[src/rtl/left_shift_sat_n.sv]
// Signed left shift by N with saturation to BIT_OUT, as a two-stage elastic valid/ready pipeline.
// Clipped samples are flagged alongside data_out and counted in a sticky saturation counter.
module left_shift_sat_n #(
    parameter int N       = 4,
    parameter int BIT_IN  = 40,
    parameter int BIT_OUT = 40,
    parameter int CNT_W   = 16
) (
    input  logic               clk,
    input  logic               rst_n,
    input  logic               data_in_valid,
    output logic               data_in_ready,
    input  logic [BIT_IN-1:0]  data_in,
    output logic               data_out_valid,
    input  logic               data_out_ready,
    output logic [BIT_OUT-1:0] data_out,
    output logic               sat_flag,
    input  logic               clr_count,
    output logic [CNT_W-1:0]   sat_count
);

    localparam int P = BIT_IN + N;

    // Output-range limits expressed at full product precision for a signed compare.
    localparam logic signed [P-1:0] P_MAX = {{(P-BIT_OUT+1){1'b0}}, {(BIT_OUT-1){1'b1}}};
    localparam logic signed [P-1:0] P_MIN = {{(P-BIT_OUT+1){1'b1}}, {(BIT_OUT-1){1'b0}}};
    localparam logic [BIT_OUT-1:0]  O_MAX = {1'b0, {(BIT_OUT-1){1'b1}}};
    localparam logic [BIT_OUT-1:0]  O_MIN = {1'b1, {(BIT_OUT-1){1'b0}}};

    logic                v1_q, v1_d;
    logic signed [P-1:0] p_q, p_d;
    logic                v2_q, v2_d;
    logic [BIT_OUT-1:0]  out_q, out_d;
    logic                sat_q, sat_d;
    logic [CNT_W-1:0]    cnt_q, cnt_d;
    logic                adv1, adv2, in_hs, out_hs;

    always_comb begin
        v1_d  = v1_q;
        p_d   = p_q;
        v2_d  = v2_q;
        out_d = out_q;
        sat_d = sat_q;
        cnt_d = cnt_q;

        adv2          = !v2_q || data_out_ready;
        adv1          = !v1_q || adv2;
        data_in_ready = rst_n && adv1;
        in_hs         = data_in_valid && data_in_ready;
        out_hs        = v2_q && data_out_ready;

        if (adv1) begin
            v1_d = in_hs;
            if (in_hs) begin
                p_d = {data_in, {N{1'b0}}};
            end
        end

        // An empty output slot drives zero data and flag.
        if (adv2) begin
            v2_d  = v1_q;
            out_d = '0;
            sat_d = 1'b0;
            if (v1_q) begin
                if (p_q > P_MAX) begin
                    out_d = O_MAX;
                    sat_d = 1'b1;
                end else if (p_q < P_MIN) begin
                    out_d = O_MIN;
                    sat_d = 1'b1;
                end else begin
                    out_d = p_q[BIT_OUT-1:0];
                end
            end
        end

        if (clr_count) begin
            cnt_d = '0;
        end else if (out_hs && sat_q && (cnt_q != {CNT_W{1'b1}})) begin
            cnt_d = cnt_q + CNT_W'(1);
        end
    end

    // NOTE: sequential state uses non-blocking assignments so every register samples pre-edge values.
    always_ff @(posedge clk) begin
        if (!rst_n) begin
            v1_q  <= 1'b0;
            v2_q  <= 1'b0;
            out_q <= '0;
            sat_q <= 1'b0;
            cnt_q <= '0;
        end else begin
            v1_q  <= v1_d;
            v2_q  <= v2_d;
            out_q <= out_d;
            sat_q <= sat_d;
            cnt_q <= cnt_d;
        end
    end

    // NOTE: the stage-1 product is pure datapath qualified by v1_q, so it needs no reset.
    always_ff @(posedge clk) begin
        p_q <= p_d;
    end

    assign data_out_valid = v2_q;
    assign data_out       = out_q;
    assign sat_flag       = sat_q;
    assign sat_count      = cnt_q;

endmodule

[config.mk]
export PLATFORM = sky130hd
export DESIGN_NAME = left_shift_sat_n
export DESIGN_NICKNAME = d
export VERILOG_FILES = /design/src/rtl/left_shift_sat_n.sv
export SDC_FILE = /design/constraint.sdc
export NUM_CORES = 1
export LEC_CHECK = 0
export CAP_MARGIN = 25
export CORE_MARGIN = 3
export CORE_UTILIZATION = 30
export DETAILED_ROUTE_END_ITERATION = 16
export GPL_TIMING_DRIVEN = 0
export MAX_ROUTING_LAYER = met4
export SLEW_MARGIN = 20
export SYNTH_ARGS = -nofsm -noshare
export SYNTH_HDL_FRONTEND = slang
export SYNTH_SLANG_ARGS = --single-unit
[constraint.sdc]
create_clock -name clk -period 6.3 [get_ports clk]
set_input_delay 0.63 -clock clk [delete_from_list [all_inputs] [get_ports clk]]
set_output_delay 0.63 -clock clk [all_outputs]
set_load 0.02 [all_outputs]
* Word-level counts from Yosys, hierarchy flattened *
Cells that the tools add are included.

storage, ports and cells
  input port bits = 45
  word-level logic and storage cells = 28
  bits in registers = 99

operators by class
  add/subtract/negate cells = 1
  magnitude comparators = 2
  multiplexer cells = 6
  equality and inequality tests = 1
  bitwise gates (word level) = 1
  reduce and logical (&&, ||, !) cells = 11

operator list
  kind                   count
  $mux 40                3
  $gt 44x40->1 const B   1
  $lt 44x40->1 const B   1
  $add 16x1->16 const B  1
  $ne 16x16->1 const B   1
  $logic_and 1x1->1      5
  $mux 1                 3
  $logic_not 1->1        2
  $logic_or 1x1->1       2
  $reduce_and 2->1       1
  $reduce_or 2->1        1
  $not 1->1              1

* Depth between registers and ports, before layout *
Gate-level depths: netlist of the first run.

  depth after elaboration = 6
  gate-level depth with buffers = 6

* Worst setup path before layout of the first run *
OpenSTA, ideal clock, no wires.

  path kind = input-to-reg
  start point = in data_out_ready
  end point = reg p_q[10] (enable)
  stages on the path = 5
  arrival time = 2.634 ns
  setup slack = 3.265 ns
  cells stage by stage = nor2b_1 clkbuf_1 buf_2 a21boi_0 and2_1

on the way
  longest elaborated chain between the ends = 5

RTL lines
  element                            RTL line  RTL
  start, declared                    15        input logic data_out_ready,
  $logic_or 1x1->1                   46        adv2 = !v2_q || data_out_ready;
  $logic_or 1x1->1                   47        adv1 = !v1_q || adv2;
  $logic_and 1x1->1                  48        data_in_ready = rst_n && adv1;
  net data_in_ready                  12        output logic data_in_ready,
  $logic_and 1x1->1                  49        in_hs = data_in_valid && data_in_ready;
  $reduce_and 2->1 (no source line)  --
  end signal, assigned               103       p_q <= p_d;
  end, declared                      31        logic signed [P-1:0] p_q, p_d;

The timed path passes the listed nets, and every way through them passes these cells.
A chain may end at the register's enable or synchronous reset.

* Worst setup path after layout of the first run *
  start point = in data_out_ready
  end point = out data_in_ready

on the way
  longest elaborated chain between the ends = 3

RTL lines
  element            RTL line
  $logic_or 1x1->1   46
  $logic_or 1x1->1   47
  $logic_and 1x1->1  48
  end, declared      12

Every way passes these cells.

==> reports/metrics.csv, run 1 <==
stage,metric,value,unit
clock_network,clkSinkCount,96,
logic_synthesis,syn_inst,321,
power,p_comb_share,7.0,%
sta,finClkSkew,0.0113,ns
sta,tightest_slew,0.669,ns
setup_path,arrival,2.63,ns
grt,antenna_found_initial,0,
power,p_per_area,249,nW/um^2
final_layout,fin_area,5280,um^2
routing,finalWirelength,8.70,mm
final_layout,drive_gt1_share,8.84,%
grt,first_global_vias,2791,
clock_network,cts.hold.buffers_added,0,
placed_design,post-place-ws,3.01,ns
grt,grt_pass1_wl,14.1,mm
routing,viasPerCell,4.63,
outcome,status,"complete, no violations",
logic_synthesis,synth-edff-count,40,
clock_network,clock_latency,0.34,ns
sta,setup_viol_count_final,0,
clock_network,cts_resized,0,
grt,met2_usage,20.0,%
clock_network,clockBufferDepth,2,
final_layout,final_cells,609,
logic_synthesis,synth-warning-count,0,
logic_synthesis,syn-mean-instance-area,11.6,um^2
logic_synthesis,syn_nets,367,
setup_path,critPathCaptureType,primary output,
grt,grt_util_all_layers,13.0,%
clock_network,cts-root-buf,clkbuf_16,
placed_design,gp_congestion,0.774,
grt,grt_max_degree,30,
setup_path,path_max_fanout,10,
clock_network,postCtsSetupBuffers,0,
final_layout,fin_util,43.8,%
logic_synthesis,synthesis.area,3720,um^2
power,ir_worst_vdd,0.112,mV
clock_network,cts_tree,built,
logic_synthesis,synthFlopType,dfxtp_1,
floorplan,fp.coreArea,12100,um^2
floorplan,io_pins,104,
final_layout,layout.nets,482,
sta,slew_viol_final,0,
min_path,hold_depth,2,
final_layout,area_delta_synth_final,42.1,%
sta,final.min_clock_period,3.26,ns
routing,antenna_left,0,
floorplan,rows,40,
routing,drc,0,
power,internal-power,1040,uW
logic_synthesis,ys_seq_elements,96,
routing,drtPass1Iterations,4,
power,power_frac_clock,41.8,%
sta,fmax,307,MHz
floorplan,die_w,117,um
run,cap_violations,0,
final_layout,fillers,1151,
setup_path,start_kind,input pin,
placed_design,place_area,4980,um^2
sta,hold_viol,0,
routing,first_iter_violations,156,
logic_synthesis,async_flop_share,0,%
routing,drt-wirelength-per-cell,14.3,um
placed_design,dp.cells,593,
routing,vias,2818,
power,power_switching,281,uW
sta,tns,0,ns
final_layout,diodes,0,
floorplan,start_util,30.8,%
clock_network,cts_buffers,9,
logic_synthesis,seq_area_frac_synth,62.5,%
power,power_frac_seq,51.3,%
sta,rsz0062_at_grt,no,
floorplan,die-area,13800,um^2
placed_design,numPortBuffers,103,
floorplan,die_y,117,um
grt,grtUsageMet1,15.9,%
setup_path,r2r_cells,6,
final_layout,register_area,2320,um^2
sta,postLayoutSetupSlackWorst,3.04,ns
grt,grtUsageMet3,5.11,%
setup_path,path_class,in2out,
placed_design,dpl.hpwl,6.38,mm
grt,busiest_layer,met2,
sta,finalCritPeriodShare,51.8,%
logic_synthesis,ys_types,48,
clock_network,htree_levels,3,
setup_path,worst_ep_required_time,5.67,ns
clock_network,clk_pin_slew,0.06,ns
final_layout,multi_input_area,1290,um^2
grt,grt_overflow,0,
power,p_leak,0.00175,uW
min_path,worstHoldPathType,reg2reg,
sta,max_slew_margin,55.2,%
power,swShare,21.3,%
## path summary, 6_finish.rpt
kind                   from             to  slack, ns
min reg2reg    data_out[35]   data_out[35]       0.45
min            data_out[35]   data_out[35]       0.45
max          data_out_ready  data_in_ready       3.04
max reg2reg  data_out_valid        p_q[17]       4.17
## routing by layer
metal  vias to the layer above  share of wire, %
li1                       1407                 -
met1                      1296                46
met2                       101                44
met3                        14               8.1
met4                         0               1.6
met5                         -                 0
## placed cells by master (no fill, tap or decap), types with 4 or more instances in the layout
cell type	instances
a21oi_1	8
clkdlybuf4s50_1	103
a21boi_0	30
buf_2	4
nand2_1	43
or4_1	4
nor3_1	6
edfxtp_1	40
nand3_1	10
clkbuf_1	12
o31ai_1	4
nor2_1	5
clkbuf_16	9
dfxtp_1	56
o21ai_0	38
a21boi_1	10
## cell families after synthesis
group / synth area share [%]
flops: 62.5
xor+xnor: 0.236
buf+inv: 2.76
compound gates: 18.8
simple gates: 15.1
mux: 0.269
fa+ha+maj: 0.337
## synthesized netlist by cell type (2+ instances only)
library cell   n  area, um^2
a21boi_0      30         225
a21boi_1      10        75.1
a21oi_1        8        40.0
and2_1         2        12.5
and3_1         2        12.5
and4_1         3        26.3
buf_2          4        20.0
buf_4          3        22.5
clkbuf_1      12        45.0
dfxtp_1       56        1120
edfxtp_1      40        1200
inv_1          2        7.51
nand2_1       43         161
nand2b_1       3        18.8
nand3_1       10        50.1
nand4_4        2        42.5
nor2_1         5        18.8
nor2b_1        3        18.8
nor3_1         6        30.0
nor4_1         3        18.8
o21a_1         3        22.5
o21ai_0       38         190
o31ai_1        4        30.0
or3_1          2        12.5
or4_1          4        30.0
## sequential cells by signal, indices dropped and copies added (netlist names)
| register | count |
|---|---|
| p_q | 40 |
| data_out | 37 |
| sat_flag | 1 |
| data_out_valid | 1 |
| v1_q | 1 |
| sat_count | 16 |
## power groups by stage
stage | Sequential (uW) | Clock [uW] | Combinational [uW]
6_report | 676 | 550 | 91.6
4_1_cts | 676 | 566 | 93.4
5_1_grt | 678 | 592 | 99.4
3_5_place_dp | 690 | 0 | 93.2
3_3_place_gp | 690 | 0 | 89.8
2_1_floorplan | 696 | 0 | 28.5
## worst max-delay path, stage by stage
cell and delay (ns):
clkdlybuf4s50_1 0.56, nor2b_1 0.07, clkbuf_1 0.19, buf_2 0.24, a21boi_0 0.25, clkdlybuf4s50_1 0.68
## metrics by stage
stage	power [uW]	hold WS, ns
finish	1320	0.454
global route	1370	0.483
global placement	780	0.446
detailed placement	783	0.451
floorplan	725	0.503
CTS	1340	0.461
## final cells by class
class,count,share of cell area [%]
well taps,168,3.98
flip-flops and latches,96,43.9
clock inverters,6,1.23
multi-input cells,203,24.5
clock buffers,10,4.52
plain buffers,20,1.80
inverters,2,0.142
repair buffers,104,19.9
Power figures use the tool's default switching activity.
==> run 2: changes to the inputs <==
==> constraint.sdc (replaced) <==
create_clock -name clk -period 2.65 [get_ports clk]
set_input_delay 0.265 -clock clk [delete_from_list [all_inputs] [get_ports clk]]
set_output_delay 0.265 -clock clk [all_outputs]
set_load 0.02 [all_outputs]
==> reports/metrics.csv, run 2 (synthesized netlist as in run 1, its figures left out) <==
stage,metric,value,unit,change
floorplan,rows,40,,unchanged
routing,antenna_left,0,,unchanged
power,p_leak,0.00175,uW,+0.44%
clock_network,clkSinkCount,96,,unchanged
final_layout,fin_area,5310,um^2,+0.40%
final_layout,top_register,p_q,,
sta,holdWs,0.454,ns,+0.000380 ns
setup_path,arrival,2.22,ns,-0.41 ns
grt,antenna_found_initial,0,,unchanged
routing,finalWirelength,8.31,mm,-4.5%
setup_path,start_kind,input pin,,
routing,drtPass1Iterations,4,,unchanged
placed_design,gp_congestion,0.764,,-1.2%
clock_network,clock_latency,0.33,ns,about the same
clock_network,cts_buffers,9,,unchanged
floorplan,fp.coreArea,12100,um^2,unchanged
power,ir_worst_vdd,0.249,mV,+120%
placed_design,numPortBuffers,103,,unchanged
grt,grt_pass1_wl,13.9,mm,-1.6%
sta,fmax,403,MHz,
floorplan,die-area,13800,um^2,unchanged
clock_network,cts_resized,0,,unchanged
final_layout,largest_register_ffs,40,,unchanged
clock_network,clockBufferDepth,2,,unchanged
run,cap_violations,0,,unchanged
placed_design,dpl.hpwl,6.16,mm,-3.5%
grt,grt_max_degree,41,,+37%
placed_design,place_area,4960,um^2,-0.40%
clock_network,cts_tree,built,,
grt,first_global_vias,2835,,+1.6%
final_layout,drive_gt1_share,8.64,%,-0.21 points
setup_path,worst_ep_required_time,2.38,ns,-3.29 ns
final_layout,layout.nets,481,,-0.21%
sta,hold_viol,0,,unchanged
final_layout,diodes,0,,unchanged
final_layout,fin_util,44.0,%,+0.18 points
final_layout,final_cell_mix,"103 x clkdlybuf4s50_1, 56 x dfxtp_1, 43 x nand2_1",,
sta,rsz0062_at_grt,no,,
setup_path,path_max_fanout,10,,unchanged
grt,grt_overflow,0,,unchanged
sta,setup_viol_count_final,0,,unchanged
grt,grt_util_all_layers,12.6,%,-0.40 points
setup_path,critPathCaptureType,primary output,,
final_layout,layout_commonest_cell,clkdlybuf4s50_1,,
floorplan,die_y,117,um,unchanged
sta,tightest_slew,0.922,ns,+0.253 ns
routing,vias,2786,,-1.1%
sta,slew_viol_final,0,,unchanged
sta,final.min_clock_period,2.48,ns,
sta,max_slew_margin,38.5,%,-17 points
clock_network,postCtsSetupBuffers,0,,unchanged
routing,drt-wirelength-per-cell,13.7,um,-4.3%
sta,finalCritPeriodShare,93.7,%,
final_layout,area_delta_synth_final,42.7,%,
clock_network,clk_pin_slew,0.07,ns,about the same
outcome,status,"complete, no violations",,
sta,finClkSkew,0.00682,ns,-0.00446 ns
clock_network,cts-root-buf,clkbuf_16,,
routing,drc,0,,unchanged
clock_network,cts.hold.buffers_added,0,,unchanged
floorplan,io_pins,104,,unchanged
min_path,worstHoldPathType,reg2reg,,
clock_network,htree_levels,3,,unchanged
routing,first_iter_violations,124,,-21%
floorplan,die_w,117,um,unchanged
floorplan,start_util,30.8,%,unchanged
routing,viasPerCell,4.58,,-0.97%
setup_path,path_class,in2out,,
power,p_per_area,619,nW/um^2,+150%
run 2: changes by cell type in the layout (fill, tap and decap cells not counted):
cell and delta:
buf_12 -1, clkinv_4 +2, clkinv_2 -1, clkbuf_8 -1, inv_6 -2, bufinv_16 +2
run 2: final timing paths:
| kind | cells past startpoint | to | start | slack, ns |
|---|---|---|---|---|
| setup / recovery | 6 | data_in_ready | data_out_ready | 0.17 |
| hold / removal | 2 | data_out[6] | data_out[6] | 0.45 |
| setup reg to reg | 5 | p_q[11] | data_out_valid | 0.31 |
| hold reg to reg | 2 | data_out[6] | data_out[6] | 0.45 |
run 2: where the power goes:
| group | leakage [uW] | internal [uW] | switching [uW] |
|---|---|---|---|
| Combinational | 0.000760 | 114 | 100 |
| Sequential | 0.000829 | 1590 | 18.8 |
| Clock | 0.000166 | 923 | 540 |
| Total | 0.00175 | 2620 | 659 |
run 2: final cells by class:
class | instances | area, um^2
fill | 1150 | 6760
sequential | 96 | 2320
multi-input combinational | 203 | 1290
timing repair buffer | 103 | 1030
clock buffer | 9 | 225
tap | 168 | 210
clock inverter | 7 | 120
buffer | 20 | 95.1
inverter | 2 | 7.51
run 2: per-stage QoR:
stage	cells	TNS (ns)	power (uW)	setup slack [ns]
after CTS	608	0	3330	0.115
after floorplan	321	0	1720	0.138
final	608	0	3280	0.168
after detailed placement	592	-6.40	1860	-0.163
after global routing	608	0	3410	0.0248
after global placement	592	-4.67	1850	-0.119
run 2: layer usage:
metal | up-vias | part of all wire (%) | global-route usage (%)
met3 | 13 | 6.6 | 3.86
met4 | 0 | 1.5 | 3.89
met2 | 91 | 46 | 20.5
li1 | 1404 | - | -
met5 | - | 0 | -
met1 | 1278 | 46 | 15.2
run 2: worst max-delay path: stages:
cell and delay [ns]:
clkdlybuf4s50_1 0.56, nor2b_1 0.07, clkbuf_1 0.18, buf_2 0.23
a21boi_0 0.23, clkdlybuf4s50_1 0.67
